`config.mk`:
```
export PLATFORM = sky130hd
export DESIGN_NAME = reed_conditioner
export DESIGN_NICKNAME = d
export VERILOG_FILES = /design/src/rtl/reed_conditioner_pkg.sv /design/src/rtl/sync_ff.sv /design/src/rtl/reed_conditioner.sv
export SDC_FILE = /design/constraint.sdc
export NUM_CORES = 1
export LEC_CHECK = 0
export ABC_AREA = 0
export CAP_MARGIN = 40
export CORE_ASPECT_RATIO = 1.75
export CORE_MARGIN = 2
export CORE_UTILIZATION = 45
export CTS_CLUSTER_DIAMETER = 30
export CTS_CLUSTER_SIZE = 28
export DETAILED_ROUTE_END_ITERATION = 10
export GPL_ROUTABILITY_DRIVEN = 0
export PLACE_DENSITY = 0.68
export SYNTH_ARGS = -nofsm -noshare
export SYNTH_HDL_FRONTEND = slang
export SYNTH_SLANG_ARGS = --single-unit
```
`constraint.sdc`:
```
create_clock -name clock -period 1.87 [get_ports clock]
set_input_delay 0.374 -clock clock [delete_from_list [all_inputs] [get_ports clock]]
set_output_delay 0.374 -clock clock [all_outputs]
set_load 0.005 [all_outputs]
```
`src/rtl/reed_conditioner_pkg.sv`:
```
// Shared definitions for the reed-switch conditioner and the downstream speed path.
`default_nettype none

package reed_conditioner_pkg;

  typedef enum logic [1:0] {
    ST_OPEN    = 2'd0,
    ST_CLOSING = 2'd1,
    ST_CLOSED  = 2'd2,
    ST_OPENING = 2'd3
  } reed_state_t;

  localparam int DEFAULT_DEBOUNCE_CYC = 8;
  localparam int DEFAULT_TIMEOUT_CYC  = 4000;

endpackage

`default_nettype wire

```
`src/rtl/sync_ff.sv`:
```
// Multi-flop synchroniser for an asynchronous single-bit input.
`default_nettype none

module sync_ff #(
  parameter int STAGES = 2
) (
  input  logic clock,
  input  logic reset,
  input  logic d,
  output logic q
);

  logic [STAGES-1:0] chain;

  always_ff @(posedge clock or negedge reset) begin
    if (!reset) begin
      chain <= '0;
    end else begin
      chain <= {chain[STAGES-2:0], d};
    end
  end

  assign q = chain[STAGES-1];

endmodule

`default_nettype wire

```
`src/rtl/reed_conditioner.sv`:
```
// Debounces the reed switch into one pulse per revolution, measures the
// revolution period in clock cycles and flags a stopped wheel.
`default_nettype none

module reed_conditioner
  import reed_conditioner_pkg::*;
#(
  parameter int SYNC_STAGES  = 2,
  parameter int DEBOUNCE_CYC = DEFAULT_DEBOUNCE_CYC,
  parameter int TIMEOUT_CYC  = DEFAULT_TIMEOUT_CYC,
  parameter int PERIOD_W     = 16
) (
  input  logic                clock,
  input  logic                reset,
  input  logic                reed_raw,
  output logic                reed_pulse,
  output logic                reed_level,
  output logic [PERIOD_W-1:0] period,
  output logic                period_valid,
  output logic                stopped
);

  localparam int DEB_W = $clog2(DEBOUNCE_CYC);
  localparam logic [DEB_W-1:0]    DEB_ONE  = DEB_W'(1);
  localparam logic [DEB_W-1:0]    DEB_LAST = DEB_W'(DEBOUNCE_CYC - 1);
  localparam logic [PERIOD_W-1:0] PER_LAST = PERIOD_W'(TIMEOUT_CYC - 1);

  logic                sync_q;
  reed_state_t         state;
  logic [DEB_W-1:0]    deb_cnt;
  logic [PERIOD_W-1:0] per_cnt;
  logic                accept;

  sync_ff #(
    .STAGES(SYNC_STAGES)
  ) u_sync (
    .clock(clock),
    .reset(reset),
    .d    (reed_raw),
    .q    (sync_q)
  );

  // Closure is accepted on the same edge the FSM enters CLOSED.
  assign accept = (state == ST_CLOSING) && sync_q && (deb_cnt == DEB_LAST);

  always_ff @(posedge clock or negedge reset) begin
    if (!reset) begin
      state      <= ST_OPEN;
      deb_cnt    <= '0;
      reed_pulse <= 1'b0;
      reed_level <= 1'b0;
    end else begin
      reed_pulse <= 1'b0;
      case (state)
        ST_OPEN: begin
          if (sync_q) begin
            state   <= ST_CLOSING;
            deb_cnt <= DEB_ONE;
          end
        end
        ST_CLOSING: begin
          if (!sync_q) begin
            state <= ST_OPEN;
          end else if (deb_cnt == DEB_LAST) begin
            state      <= ST_CLOSED;
            reed_pulse <= 1'b1;
            reed_level <= 1'b1;
          end else begin
            deb_cnt <= deb_cnt + 1'b1;
          end
        end
        ST_CLOSED: begin
          if (!sync_q) begin
            state   <= ST_OPENING;
            deb_cnt <= DEB_ONE;
          end
        end
        ST_OPENING: begin
          if (sync_q) begin
            state <= ST_CLOSED;
          end else if (deb_cnt == DEB_LAST) begin
            state      <= ST_OPEN;
            reed_level <= 1'b0;
          end else begin
            deb_cnt <= deb_cnt + 1'b1;
          end
        end
        default: begin
          state <= ST_OPEN;
        end
      endcase
    end
  end

  // The first pulse after a stop only restarts timing; it has no reference point.
  always_ff @(posedge clock or negedge reset) begin
    if (!reset) begin
      per_cnt      <= '0;
      period       <= '0;
      period_valid <= 1'b0;
      stopped      <= 1'b1;
    end else begin
      period_valid <= 1'b0;
      if (accept) begin
        per_cnt <= '0;
        if (stopped) begin
          stopped <= 1'b0;
        end else begin
          period       <= per_cnt + 1'b1;
          period_valid <= 1'b1;
        end
      end else if (!stopped) begin
        if (per_cnt == PER_LAST) begin
          stopped <= 1'b1;
          period  <= '0;
        end else begin
          per_cnt <= per_cnt + 1'b1;
        end
      end
    end
  end

endmodule

`default_nettype wire

```
Word level (Yosys, flattened, before mapping). Index checks and enable logic that the tools add are counted.

Word-level logic and storage cells: 70. Register bits: 43. Bits of input ports: 3.

Multiplexer cells: 33. Reduce and logical (&&, ||, !) cells: 10. $add $sub $neg: 2. Equal/unequal tests: 15. Bitwise gates (word level): 1.

Operators with widths (count): $mux 16 (7); $add 16x1->16 const B (1); $eq 16x12->1 const B (1); $mux 3 (5); $mux 1 (12); $mux 2 (6); $pmux 3 s4 (1); $ne 2x1->1 const B (4); $ne 2x2->1 const B (4); $pmux 2 s4 (1); $reduce_and 4->1 (2); $reduce_and 5->1 (1); $eq 2x2->1 const B (2); $reduce_and 2->1 (2); $reduce_bool 2->1 (2); $add 3x1->3 const B (1); $eq 3x3->1 const B (1); $ne 3x2->1 const B (1); $ne 3x3->1 const B (1); $eq 2x1->1 const B (1); $logic_and 1x1->1 (2); $logic_not 2->1 (1); $pmux 1 s2 (1); $not 1->1 (1).

Logic depth before layout (Yosys ltp).
Word-level depth: 5. Depth in mapped cells: 9.

Modules after synthesis. From an unflattened synthesis, not the netlist that was laid out.

Cells, all modules: 204. Area total of the unflattened synthesis: 2239.6 um2.

Modules (own cells, without submodules): reed_conditioner (times used 1, area an instance 2189.6 um2, cells each 202); sync_ff (times used 1, area an instance 50.0 um2, cells each 2).

Worst setup path before layout. No wires, ideal clock.

Kind: reg-to-reg. From: reg deb_cnt[0]. To: reg per_cnt[0]. Arrival: 1.703 ns. Data required time: 1.742 ns. Cell stages (with the launch flop): 8. Slack: 0.039 ns. Path through: dfrtp_1 -> ha_1 -> ha_1 -> nand4b_4 -> nand2_1 -> o21ai_1 -> buf_4 -> mux2_1.

Longest elaborated chain between the ends: 4.

RTL lines: start: declaration (line reed_conditioner.sv:30) `logic [DEB_W-1:0] deb_cnt;`; start signal: assignment (line reed_conditioner.sv:69) `deb_cnt <= deb_cnt + 1'b1;`; start signal: assignment (line reed_conditioner.sv:85) `deb_cnt <= deb_cnt + 1'b1;`; $eq 3x3->1 * (line reed_conditioner.sv:44) `assign accept = (state == ST_CLOSING) && sync_q && (deb_cnt == DEB_LAST);`; $logic_and 1x1->1 * (line reed_conditioner.sv:44); $ne 2x2->1 (no source line) / $ne 2x1->1 (equally long branches); $reduce_and 2->1 (no source line); end signal: assignment (line reed_conditioner.sv:117) `per_cnt <= per_cnt + 1'b1;`; end: declaration (line reed_conditioner.sv:31) `logic [PERIOD_W-1:0] per_cnt;`.

Every way passes the cells marked *; elsewhere a longest branch is shown, timed or not. A chain may end at the register's enable or synchronous reset.

Worst setup path after layout.
From: reg deb_cnt[1]. To: reg per_cnt[11].

The elaborated chain is that of the path after synthesis.

==> summary.txt <==
Cells and area
  • Count of non-filler cells in the finished layout: 319
  • # nets final: 271
  • Fill cell count: 401
  • Post-layout utilization of the core: 60.4%
  • Area Growth Syn to Fin: 31.6%
  • Antenna Diode Count: 0
  • Layout cell share with drive strength beyond 1: 31.3%

Worst setup path
  • Critical Path RT: 2100 ps
  • Delay of the slowest cell on the worst path: 400 ps
  • Path depth of the worst reg2reg path: 10
  • Worst flop-to-flop path startpoint: deb_cnt[1]$_DFFE_PN0P_
  • Source of the critical timing path: deb_cnt[1]$_DFFE_PN0P_
  • Nature of the critical path startpoint: register
  • Slack of the worst reg-to-reg path: -9 ps
  • Highest-delay cell along the critical path: sky130_fd_sc_hd__dfrtp_1
  • Reg-to-Reg End: per_cnt[11]$_DFFE_PN0P_
  • Cell breakdown of the critical path: ha_2 -> ha_4 -> buf_6 -> nand4b_1 -> buf_4 -> o21ai_2 -> nor2b_1 -> buf_4 -> nand3_1 -> mux2i_1
  • Worst endpoint data arrival time: 2110 ps
  • Biggest fanout along the worst timing path: 10
  • Setup Crit Path Kind: reg2reg
  • Most used cell, CP: sky130_fd_sc_hd__buf_4
  • Endpoint kind of the worst setup timing path: register

Route
  • Final routed wire length divided by cell count: 16.2 um
  • Number of vias in the routed layout: 1771
  • Routed WL: 5.18 mm
  • Drt via density: 5.55
  • Antenna violation net count after detailed routing: 0
  • Iteration count of the initial detailed-routing pass: 4
  • Drt drc: 0
  • Drt initial violations: 87

Power
  • Cell Pwr Density: 921 nW/um^2
  • Net switching power: 0.871 mW
  • Peak supply drop: 0.664 mV
  • Leak pwr: 1.31 nW
  • Power after layout: 2.72 mW
  • Share of power burned in the clock network: 24.2%
  • Switching share of power: 32.0%
  • Sequential cell fraction of total power: 43.4%
  • Internal power consumption: 1.85 mW
  • Part of the power in combinational logic: 32.4%

Synthesis
  • Count of yosys warnings during synthesis: 0
  • FFs w/ async S/R, synth: 100%
  • Flop and latch count out of synthesis: 43
  • Netlist area before placement: 2250 um^2
  • Proportion of synthesized area in mux cells: 2.84%
  • Portion of the post-synthesis area used by sequential elements: 47.9%
  • Post-synthesis compound-gate area fraction: 18.0%
  • Largest cells by area after synthesis: sky130_fd_sc_hd__dfrtp_1, sky130_fd_sc_hd__o31ai_2, sky130_fd_sc_hd__nand2_1
  • Most common cell in the synthesized netlist: sky130_fd_sc_hd__dfrtp_1
  • Number of distinct library cells after synthesis: 47
  • Post-synth top cells: sky130_fd_sc_hd__dfrtp_1, sky130_fd_sc_hd__nand2_1, sky130_fd_sc_hd__nand3_1
  • Simple-Gate Fraction of Synth Area: 18.2%
  • Number of instances in the synthesized netlist: 209
  • Combinational family with the most area after synthesis: simple AND/OR/NAND/NOR gates
  • Cell type contributing the most total cell area after synthesis: sky130_fd_sc_hd__dfrtp_1
  • Number of flops mapped to enable cells by yosys: 0
  • Average instance area after synthesis: 10.8 um^2
  • Fraction of the mapped netlist area in adder cells: 2.23%
  • Net Count, Synth: 216
  • Most frequently used flop master after synthesis: sky130_fd_sc_hd__dfrtp_1
  • Post-synth top area share: 46.8%
  • Synth Area in XOR/XNOR: 5.85%

Clock network
  • H-tree lvl count: 2
  • Clock-pin slew on the worst setup and hold paths: 80 ps
  • Library cell used as clock root buffer: sky130_fd_sc_hd__clkbuf_8
  • Hold buffer count at cts: 0
  • Clock latency on the worst-skew pair: 300 ps
  • Clock tree sinks: 43
  • Clock tree from TritonCTS: yes
  • Number of buffers created by CTS: 5
  • Deepest clock path buffer count: 2

Placed design
  • Worst slack, placed: -79.1 ps
  • Cell Count Post-Placement: 303
  • Placed wire-length estimate: 3.42 mm
  • Port-buffer cells: 22

Die
  • DIE WIDTH: 57.4 um
  • Area of the core region: 4890 um^2
  • Initial standard-cell utilization of the core: 45.9%
  • Row count: 34
  • Die H: 97.5 um
  • DIE AREA: 5600 um^2
  • Number of top-level pins: 23

Timing
  • Final setup vio count: 1
  • Pin slew with the least headroom to its limit: 355 ps
  • Max Fclk: 0.532 GHz
  • Tcrit/Tclk final: 100%
  • Number of pins with negative max-slew slack in the final report: 0
  • Slew Limit Headroom: 76.0%
  • Clock period minus final worst setup slack: 1880 ps
  • Worst clock skew: 6.06 ps
  • Worst setup margin: -8.72 ps
  • Final Hold Viols: 0
  • RSZ-0062 raised after global routing: true

Status
  • Run status: finished with violations
  • Violated checks: setup timing

GRT
  • Residual overflow from global routing: 0
  • First-pass GRT wire length: 8.29 mm
  • Number of antenna violations at the first check in global routing: 0
  • Via count of the first global-routing pass: 1778
  • Maximum number of pins on one net before global-route repair: 44
  • GRT Resource Usage Total: 18.9%

Worst hold path
  • Hold crit path type: in2async

Job
  • Max-capacitance violation count: 0
## critical path: cells and delay by family (launching register included)
family	cells	cell delay (ps)
buffers and inverters	3	480
flip-flops	1	400
AO/OA/AOI/OAI	1	70
AND/OR/NAND/NOR	3	360
adder cells (fa/ha/maj)	2	370
multiplexers	1	120
## metal layers
layer  part of all wire (%)  track usage (%)  routed length [um]
met1                     39             21.3                2010
met2                     57             32.8                2940
met3                    1.5             3.20                  77
met4                    3.0             10.2                 155
met5                      0                0                   0
## state kept, by name (all words and copies together) (netlist names), named ones only
| signal | flops |
|---|---|
| reed_pulse | 1 |
| period_valid | 1 |
| u_sync.chain | 2 |
| stopped | 1 |
| state | 1 |
| per_cnt | 16 |
| deb_cnt | 3 |
| reed_level | 1 |
| period | 16 |
## metrics by stage
stage                     hold slack (ps)  setup TNS, ps  area (um^2)
after floorplan                      78.4              0         2250
after global placement                335          -7.08         2700
after detailed placement              336           -184         2700
after CTS                            44.4              0         2850
after global routing                 58.5           -304         2960
final                                25.8          -8.72         2960
## layout make-up
| class | count | area (um^2) | area share, % |
|---|---|---|---|
| multi-input cells | 147 | 1110 | 37.7 |
| flip-flops and latches | 43 | 1080 | 36.4 |
| repair buffers | 62 | 579 | 19.6 |
| clock buffers | 8 | 100 | 3.39 |
| well taps | 54 | 67.6 | 2.29 |
| inverters | 5 | 18.8 | 0.635 |
## power by group through the flow
stage / clock network [mW] / logic (mW) / registers, mW
final: 0.659 / 0.881 / 1.18
after global routing: 0.708 / 0.986 / 1.20
after CTS: 0.668 / 0.822 / 1.17
after detailed placement: 0 / 0.812 / 1.19
after global placement: 0 / 0.794 / 1.18
after floorplan: 0 / 0.544 / 1.17
## kinds of logic after synthesis
kind of cell,Yosys count
compound gates,50
xor+xnor,15
fa+ha+maj,4
buf+inv,19
flops,43
mux,6
simple gates,72
## what timing repair did
action / CTS / global route
setup endpoints to repair: 9 / 28
gates resized for setup: 4 / 8
cloned: 0 / 2
pin swaps: 1 / 5
buffers inserted: 4 / 3
## layout by cell type (no fill, tap or decap), types with 7 or more instances in the layout
master | netlist | layout
sky130_fd_sc_hd__o21ai_0 | 7 | 7
sky130_fd_sc_hd__buf_4 | 2 | 35
sky130_fd_sc_hd__clkbuf_8 | 0 | 7
sky130_fd_sc_hd__nand2_1 | 31 | 30
sky130_fd_sc_hd__nand3_1 | 14 | 13
sky130_fd_sc_hd__dfrtp_1 | 42 | 42
sky130_fd_sc_hd__a22o_1 | 7 | 7
sky130_fd_sc_hd__o31ai_2 | 13 | 13
sky130_fd_sc_hd__clkdlybuf4s50_1 | 0 | 21
sky130_fd_sc_hd__xnor2_1 | 10 | 10
## how the worst max path moves through the flow
stage	end
global placement	per_cnt[15]$_DFFE_PN0P_
finish	per_cnt[11]$_DFFE_PN0P_
CTS	period[14]$_DFFE_PN0P_
detailed placement	per_cnt[15]$_DFFE_PN0P_
floorplan	per_cnt[0]$_DFFE_PN0P_
global route	per_cnt[9]$_DFFE_PN0P_
Note: power is estimated with default switching activity, not from simulation.
